File: config.mk
export PLATFORM = sky130hd
export DESIGN_NAME = arb8_16b
export DESIGN_NICKNAME = d
export VERILOG_FILES = /design/src/rtl/arb8_16b.sv
export SDC_FILE = /design/constraint.sdc
export NUM_CORES = 1
export LEC_CHECK = 0
export ABC_AREA = 1
export BUFFER_PORTS_ARGS = -buffer_cell sky130_fd_sc_hd__clkbuf_2
export CELL_PAD_IN_SITES_DETAIL_PLACEMENT = 0
export CELL_PAD_IN_SITES_GLOBAL_PLACEMENT = 1
export CORE_UTILIZATION = 31
export DETAILED_ROUTE_END_ITERATION = 7
export GPL_ROUTABILITY_DRIVEN = 0
export HOLD_SLACK_MARGIN = 0.03
export PLACE_DENSITY = 0.87
export SLEW_MARGIN = 20
export SYNTH_ARGS = -nofsm -noshare
export SYNTH_HDL_FRONTEND = slang
export SYNTH_SLANG_ARGS = --single-unit
File: constraint.sdc
create_clock -name clk -period 3.2 [get_ports clk]
set_input_delay 0.64 -clock clk [delete_from_list [all_inputs] [get_ports clk]]
set_output_delay 0.64 -clock clk [all_outputs]
set_load 0.005 [all_outputs]
File: src/rtl/arb8_16b.sv
// arb8_16b: 8-requester round-robin arbiter that registers the winning word and holds it until ready.
// Optional macro ARB8_LOCK_EN: lock at completion keeps the pointer on the current owner.
module arb8_16b #(
  parameter int WIDTH = 16
) (
  input  logic               clk,
  input  logic               rst,
  input  logic [7:0]         req,
  input  logic [8*WIDTH-1:0] data,
  input  logic               lock,
  input  logic               ready,
  output logic [7:0]         gnt,
  output logic [2:0]         sel,
  output logic [WIDTH-1:0]   out,
  output logic               out_valid,
  output logic [15:0]        xfer_cnt
);

  typedef enum logic {IDLE = 1'b0, BUSY = 1'b1} state_t;

`ifdef ARB8_LOCK_EN
  localparam bit LockEn = 1'b1;
`else
  localparam bit LockEn = 1'b0;
`endif

  state_t           r_state;
  state_t           w_stateNext;
  logic [2:0]       r_ptr;
  logic [7:0]       r_gnt;
  logic [2:0]       r_sel;
  logic [WIDTH-1:0] r_out;
  logic             r_outValid;
  logic [15:0]      r_xferCnt;

  logic             w_found;
  logic [2:0]       w_winner;
  logic             w_capture;
  logic             w_complete;
  logic [7:0]       w_gntNext;
  logic [2:0]       w_ptrNext;
  logic             w_lockHold;

  // Scan upward from ptr; the 3-bit add provides the 7 -> 0 wrap.
  always_comb begin
    w_found  = 1'b0;
    w_winner = r_ptr;
    for (int k = 0; k < 8; k++) begin
      if (!w_found && req[r_ptr + 3'(k)]) begin
        w_found  = 1'b1;
        w_winner = r_ptr + 3'(k);
      end
    end
  end

  always_ff @(posedge clk or posedge rst) begin
    if (rst) r_state <= IDLE;
    else     r_state <= w_stateNext;
  end

  always_comb begin
    w_stateNext = r_state;
    case (r_state)
      IDLE:    if (w_found) w_stateNext = BUSY;
      BUSY:    if (ready)   w_stateNext = IDLE;
      default: w_stateNext = IDLE;
    endcase
  end

  // Without the lock feature, LockEn is 0 and the port is read but has no effect.
  always_comb begin
    w_capture  = (r_state == IDLE) && w_found;
    w_complete = (r_state == BUSY) && ready;
    w_gntNext  = w_capture ? (8'h01 << w_winner) : 8'h00;
    w_lockHold = LockEn & lock;
    w_ptrNext  = w_lockHold ? r_sel : r_sel + 3'd1;
  end

  always_ff @(posedge clk or posedge rst) begin
    if (rst) begin
      r_ptr      <= 3'd0;
      r_gnt      <= 8'h00;
      r_sel      <= 3'd0;
      r_out      <= '0;
      r_outValid <= 1'b0;
      r_xferCnt  <= 16'h0000;
    end else begin
      r_gnt <= w_gntNext;
      if (w_capture) begin
        r_out      <= data[w_winner*WIDTH +: WIDTH];
        r_sel      <= w_winner;
        r_outValid <= 1'b1;
      end
      if (w_complete) begin
        r_outValid <= 1'b0;
        r_xferCnt  <= r_xferCnt + 16'd1;
        r_ptr      <= w_ptrNext;
      end
    end
  end

  assign gnt       = r_gnt;
  assign sel       = r_sel;
  assign out       = r_out;
  assign out_valid = r_outValid;
  assign xfer_cnt  = r_xferCnt;

endmodule

==> impl_metrics.toml, run 1 <==
[flow_run]
maxCapViolCount = 0

[min_path]
hold_path_class = "register to register"
hold_start = "xfer_cnt[15]$_DFFE_PP0P_"
hold_depth = 1
whs_endpoint = "xfer_cnt[15]$_DFFE_PP0P_"

[clocking]
cts_buffer_depth = 2
cts_tree = "done"
cts_root_buf = "clkbuf_16"
cts.clk_slew.worst_paths_ns = 0.07
htreeDepth = 2
cts_buffers = 5
clock-sinks = 48
clock_latency_ns = 0.28

[setup_path]
cp_common_cell = "nand2_1"
reg2reg_depth = 18
rr_endpoint = "out[6]$_DFFE_PP0P_"
crit_path_max_fanout = 20
endpoint_kind = "register"
crit_required_ns = 3.42
worst_ep_arrival_time_ns = 3.11
critPathLaunchType = "register"
critPathKind = "register to register"
cp_cell_sequence = "inv_2, ha_1, buf_4, nand3_1, nand2_1, nor2_1, a31oi_2, inv_2, nor2_8, nand3_2, nand2_1, inv_2, a21boi_4, buf_4, nand2_1, nand2_1, nand3_1, nand3_1"
regToRegSetupSlack_ns = 0.31
worstReg2RegStart = "r_ptr[0]$_DFFE_PP0P_"
slowest_stage = "ha_1"
crit_path_max_incr_delay_ns = 0.37

[sta]
tns_ns = 0
maxSlewHeadroom = 0.432
hold_viol = 0
finalSetupViolCount = 0
min_period_ns = 2.89
fin_crit_sh = 0.903
tightest_slew_ns = 0.850
fmax_mhz = 346
skew_ns = 0.00510
rsz0062_at_grt = "no"
drv_slew = 0

[global_routing]
grt_pass1_vias = 4354
gr-total-overflow = 0
grt_pass1_wl_mm = 21.0
grtUsageTotal = 0.198
grt_max_degree = 49
antenna_found_initial = 0

[yosys]
synth_cells = 671
async_flop_share = 1.00
synthTopCellsByArea = "nand2_1, dfrtp_1, nand3_1, nor2_1, xor2_1"
ys_warn_count = 0
netlist_top_cells_count = "nand2_1, nand3_1, dfrtp_1"
yosysMostFrequentCell = "nand2_1"
syn-num-nets = 815
yosys.area.top_type_share = 0.351
synth-seq-cells = 48
netlist_area_sq_mm = 0.00404
avgSynthCellArea_sq_um = 6.02
ys.flop_type = "dfrtp_1"
ys_seq_area_frac = 0.297
synth_edf_count = 0
synth_area_leader_cell = "nand2_1"
synthDistinctLibCells = 31

[die]
io_pins = 184
die_area_sq_mm = 0.0135
rows = 41
dieHeight_um = 116
core_area_sq_mm = 0.0127
start_util = 0.319
die_x_um = 116

[drt]
dr.pass1.iters = 4
ant_nets = 0
num_vias = 4671
wire_per_inst_um = 12.7
drt_iter0_markers = 265
routed_wl_mm = 13.0
routed_via_density = 4.57
drc = 0

[final_layout]
seqCellArea_sq_mm = 0.00120
multi_input_area_sq_mm = 0.00257
final_layout_size_suffix_gt1_frac = 0.282
syn_to_final_growth_pct = 33.4
final_nets = 994
antenna_cells = 0
fill_cells = 1443

[run_status]
status = "completed"

[placed_design]
dp_hpwl_mm = 9.92
numPortBuffers = 182
-- area by class of cell --
type                    instances  share of cell area
repair buffers                202               0.206
well taps                     172              0.0399
inverters                      25              0.0176
flip-flops and latches         48               0.223
clock buffers                   5              0.0232
multi-input cells             568               0.477
clock inverters                 3              0.0128
-- kinds of logic after synthesis --
family | share of synthesized area
buf+inv | 0.0703
simple gates | 0.558
flops | 0.297
compound gates | 0.0214
fa+ha+maj | 0.0124
xor+xnor | 0.0409
-- critical path: cells and delay by family, from the launching register on --
kind	cells	cell delay, ns
and+or+nand+nor	10	0.99
buffers and inverters	5	0.65
AOI/OAI and AO/OA	2	0.44
adders and majority gates	1	0.37
DFF	1	0.36
-- per-stage QoR --
step	util	cell area (sq um)	hold slack [ns]	std cells	setup slack [ns]
final	0.425	5390	0.478	1023	0.312
after global routing	0.425	5390	0.501	1023	0.0258
after CTS	0.422	5350	0.486	1022	0.0624
after detailed placement	0.407	5150	0.477	1014	0.0773
after global placement	0.407	5150	0.461	1014	0.0186
after floorplan	-	4040	0.468	671	0.402
-- worst max path at each step --
| stage | startpoint | end | slack [ns] |
|---|---|---|---|
| 6_report | r_ptr[0]$_DFFE_PP0P_ | out[6]$_DFFE_PP0P_ | 0.31 |
| 5_1_grt | r_ptr[0]$_DFFE_PP0P_ | out[1]$_DFFE_PP0P_ | 0.03 |
| 4_1_cts | r_ptr[0]$_DFFE_PP0P_ | out[10]$_DFFE_PP0P_ | 0.06 |
| 3_5_place_dp | r_ptr[0]$_DFFE_PP0P_ | out[10]$_DFFE_PP0P_ | 0.08 |
| 3_3_place_gp | r_ptr[0]$_DFFE_PP0P_ | out[10]$_DFFE_PP0P_ | 0.02 |
| 2_1_floorplan | r_ptr[0]$_DFFE_PP0P_ | out[6]$_DFFE_PP0P_ | 0.40 |
-- metal layers --
layer | vias up | global-route usage | share of wire
li1 | 2472 | - | -
met1 | 2049 | 0.274 | 0.47
met2 | 148 | 0.333 | 0.47
met4 | 0 | 0.0239 | 0.0027
met5 | - | 0 | 0
met3 | 2 | 0.0306 | 0.060
-- placed cells by master (no fill, tap or decap), types with 5 or more instances in the layout --
cell	count
xor2_1	11
nand3_1	107
clkbuf_16	5
xnor2_1	5
buf_4	15
nand2_1	378
clkbuf_2	182
o21ai_0	5
inv_2	8
nor2_1	25
dfrtp_1	48
inv_1	15
-- registers in the layout (all words and copies together), names as in the netlist --
signal	count
xfer_cnt	16
out_valid	1
out	16
gnt	8
r_state	1
r_ptr	3
sel	3
-- repair_timing --
| item | CTS | global route |
|---|---|---|
| hold buffers | 0 | 0 |
| setup buffers | 0 | 1 |
| gates resized for setup | 0 | 8 |
| setup endpoints to repair | 0 | 16 |
Power of run 1 is not shown: default switching activity piles up to over one toggle a cycle in this logic, so the estimate is an artifact.
==> run 2: changes to the inputs <==
- CORE_MARGIN: not set -> 5
==> run 2 against run 1 <==
  * Sequential share of layout area increased by 0.062 points
  * Clock-buffer cell count unchanged
  * Core utilization is 0.29 points lower
  * Non-clock buffer count is 2 lower
  * Global-route usage down 2.0 points
  * First-iteration DRC count up 31%
  * Die area up 14%
  * Worst setup slack got worse by 0.030 ns
  * Final area shrank 0.28%
  * Highest routed layer unchanged
  * Critical path depth rose by 3
  * Clock skew up 0.0045 ns
==> impl_metrics.toml, run 2 (same netlist as run 1, synthesis figures left out) <==
[setup_path]
critPathKind = "register to register"
cp_cell_sequence = "inv_4, ha_1, inv_2, nand3_2, nand3_1, nand2_2, nor2_4, nand2_1, nor2_1, nand3_1, nand2_1, nand2_1, nand2_2, nand2_2, buf_6, nand2_1, nand2_1, nand2_1, nand2_1, nand2_1, nand3_1"
worst-path-buf-inv = 3
worst_ep_arrival_time_ns = 3.09
reg2reg_depth = 21
slowest_stage = "dfrtp_1"
worstReg2RegStart = "r_ptr[1]$_DFFE_PP0P_"
critPathLaunchType = "register"
cp_common_cell = "nand2_1"
endpoint_kind = "register"
rr_endpoint = "out[15]$_DFFE_PP0P_"
crit_path_max_fanout = 33
crit_family = "simple AND/OR/NAND/NOR gates"
crit_required_ns = 3.37
regToRegSetupSlack_ns = 0.28
crit_path_max_incr_delay_ns = 0.41

[die]
core_area_sq_mm = 0.0127
die_x_um = 124
io_pins = 184
dieHeight_um = 124
rows = 41
die_area_sq_mm = 0.0154
start_util = 0.317

[final_layout]
antenna_cells = 0
final_layout_size_suffix_gt1_frac = 0.279
final_cell_mix = "nand2_1, clkbuf_2, nand3_1"
final_area_sq_mm = 0.00537
final_common_cell = "nand2_1"
utilization = 0.422
fill_cells = 1488
final_nets = 992
fin_cells = 1021
syn_to_final_growth_pct = 33.0

[sta]
maxSlewHeadroom = 0.438
tightest_slew_ns = 0.843
finalSetupViolCount = 0
drv_slew = 0
fin_crit_sh = 0.912
tns_ns = 0
hold_viol = 0
min_period_ns = 2.92
fmax_mhz = 343
skew_ns = 0.00964

[clocking]
htreeDepth = 2
cts.repair.resized = 0
cts.clk_slew.worst_paths_ns = 0.07
cts_buffer_depth = 2
cts_buffers = 5
holdBufCountCts = 0
clock-sinks = 48
cts_setup_buffers = 0
cts_root_buf = "clkbuf_16"
cts_tree = "done"
clock_latency_ns = 0.29

[global_routing]
grtUsageTotal = 0.178
grt_pass1_wl_mm = 21.8
grt_pass1_vias = 4459
antenna_found_initial = 0
gr-total-overflow = 0
grt_max_degree = 49

[run_status]
status = "completed"

[drt]
routed_wl_mm = 13.7
dr.pass1.iters = 5
num_vias = 4711
ant_nets = 0
drt_iter0_markers = 346
routed_via_density = 4.61
wire_per_inst_um = 13.5
drc = 0

[flow_run]
maxCapViolCount = 0

[placed_design]
dp_hpwl_mm = 10.7
numPortBuffers = 182
dp.cells = 1013
dpl_cell_area_sq_mm = 0.00517

[min_path]
hold_path_class = "primary input to async pin"
run 2: changes by cell type in the layout (fill, tap and decap cells not counted), sizes merged:
cell | before | now
buf | 20 | 18
bufinv | 2 | 1
clkinvlp | 0 | 1
run 2: final cells by class:
type / count / area, sq um / share of cell area
flip-flops and latches: 48 / 1200 / 0.224
clock buffers: 5 / 125 / 0.0233
multi-input cells: 568 / 2570 / 0.479
well taps: 172 / 215 / 0.0401
repair buffers: 200 / 1110 / 0.207
clock inverters: 3 / 46.3 / 0.00862
inverters: 25 / 97.6 / 0.0182
run 2: worst max path at each step:
| stage | startpoint | to | slack, ns | depth (start not counted) |
|---|---|---|---|---|
| after global placement | r_ptr[1]$_DFFE_PP0P_ | out[7]$_DFFE_PP0P_ | 0.13 | 20 |
| final | r_ptr[1]$_DFFE_PP0P_ | out[15]$_DFFE_PP0P_ | 0.28 | 21 |
| after detailed placement | r_ptr[1]$_DFFE_PP0P_ | out[7]$_DFFE_PP0P_ | 0.08 | 20 |
| after global routing | r_ptr[1]$_DFFE_PP0P_ | out[14]$_DFFE_PP0P_ | -0.002 | 21 |
| after CTS | r_ptr[1]$_DFFE_PP0P_ | out[7]$_DFFE_PP0P_ | 0.06 | 20 |
| after floorplan | r_ptr[0]$_DFFE_PP0P_ | out[6]$_DFFE_PP0P_ | 0.40 | 21 |
run 2: routing by layer:
layer,global-route usage,up-vias,wire (um)
li1,-,2473,-
met1,0.244,2075,6190
met2,0.286,149,6370
met3,0.0441,14,990
met4,0.0329,0,192
met5,0,-,0
run 2: per-stage QoR:
stage / worst slack, ns / hold WS, ns
final: 0.282 / 0.470
after global routing: -0.00192 / 0.508
after CTS: 0.0646 / 0.479
after detailed placement: 0.0768 / 0.466
after global placement: 0.130 / 0.461
after floorplan: 0.402 / 0.468
Power of run 2 is left out for the same reason.
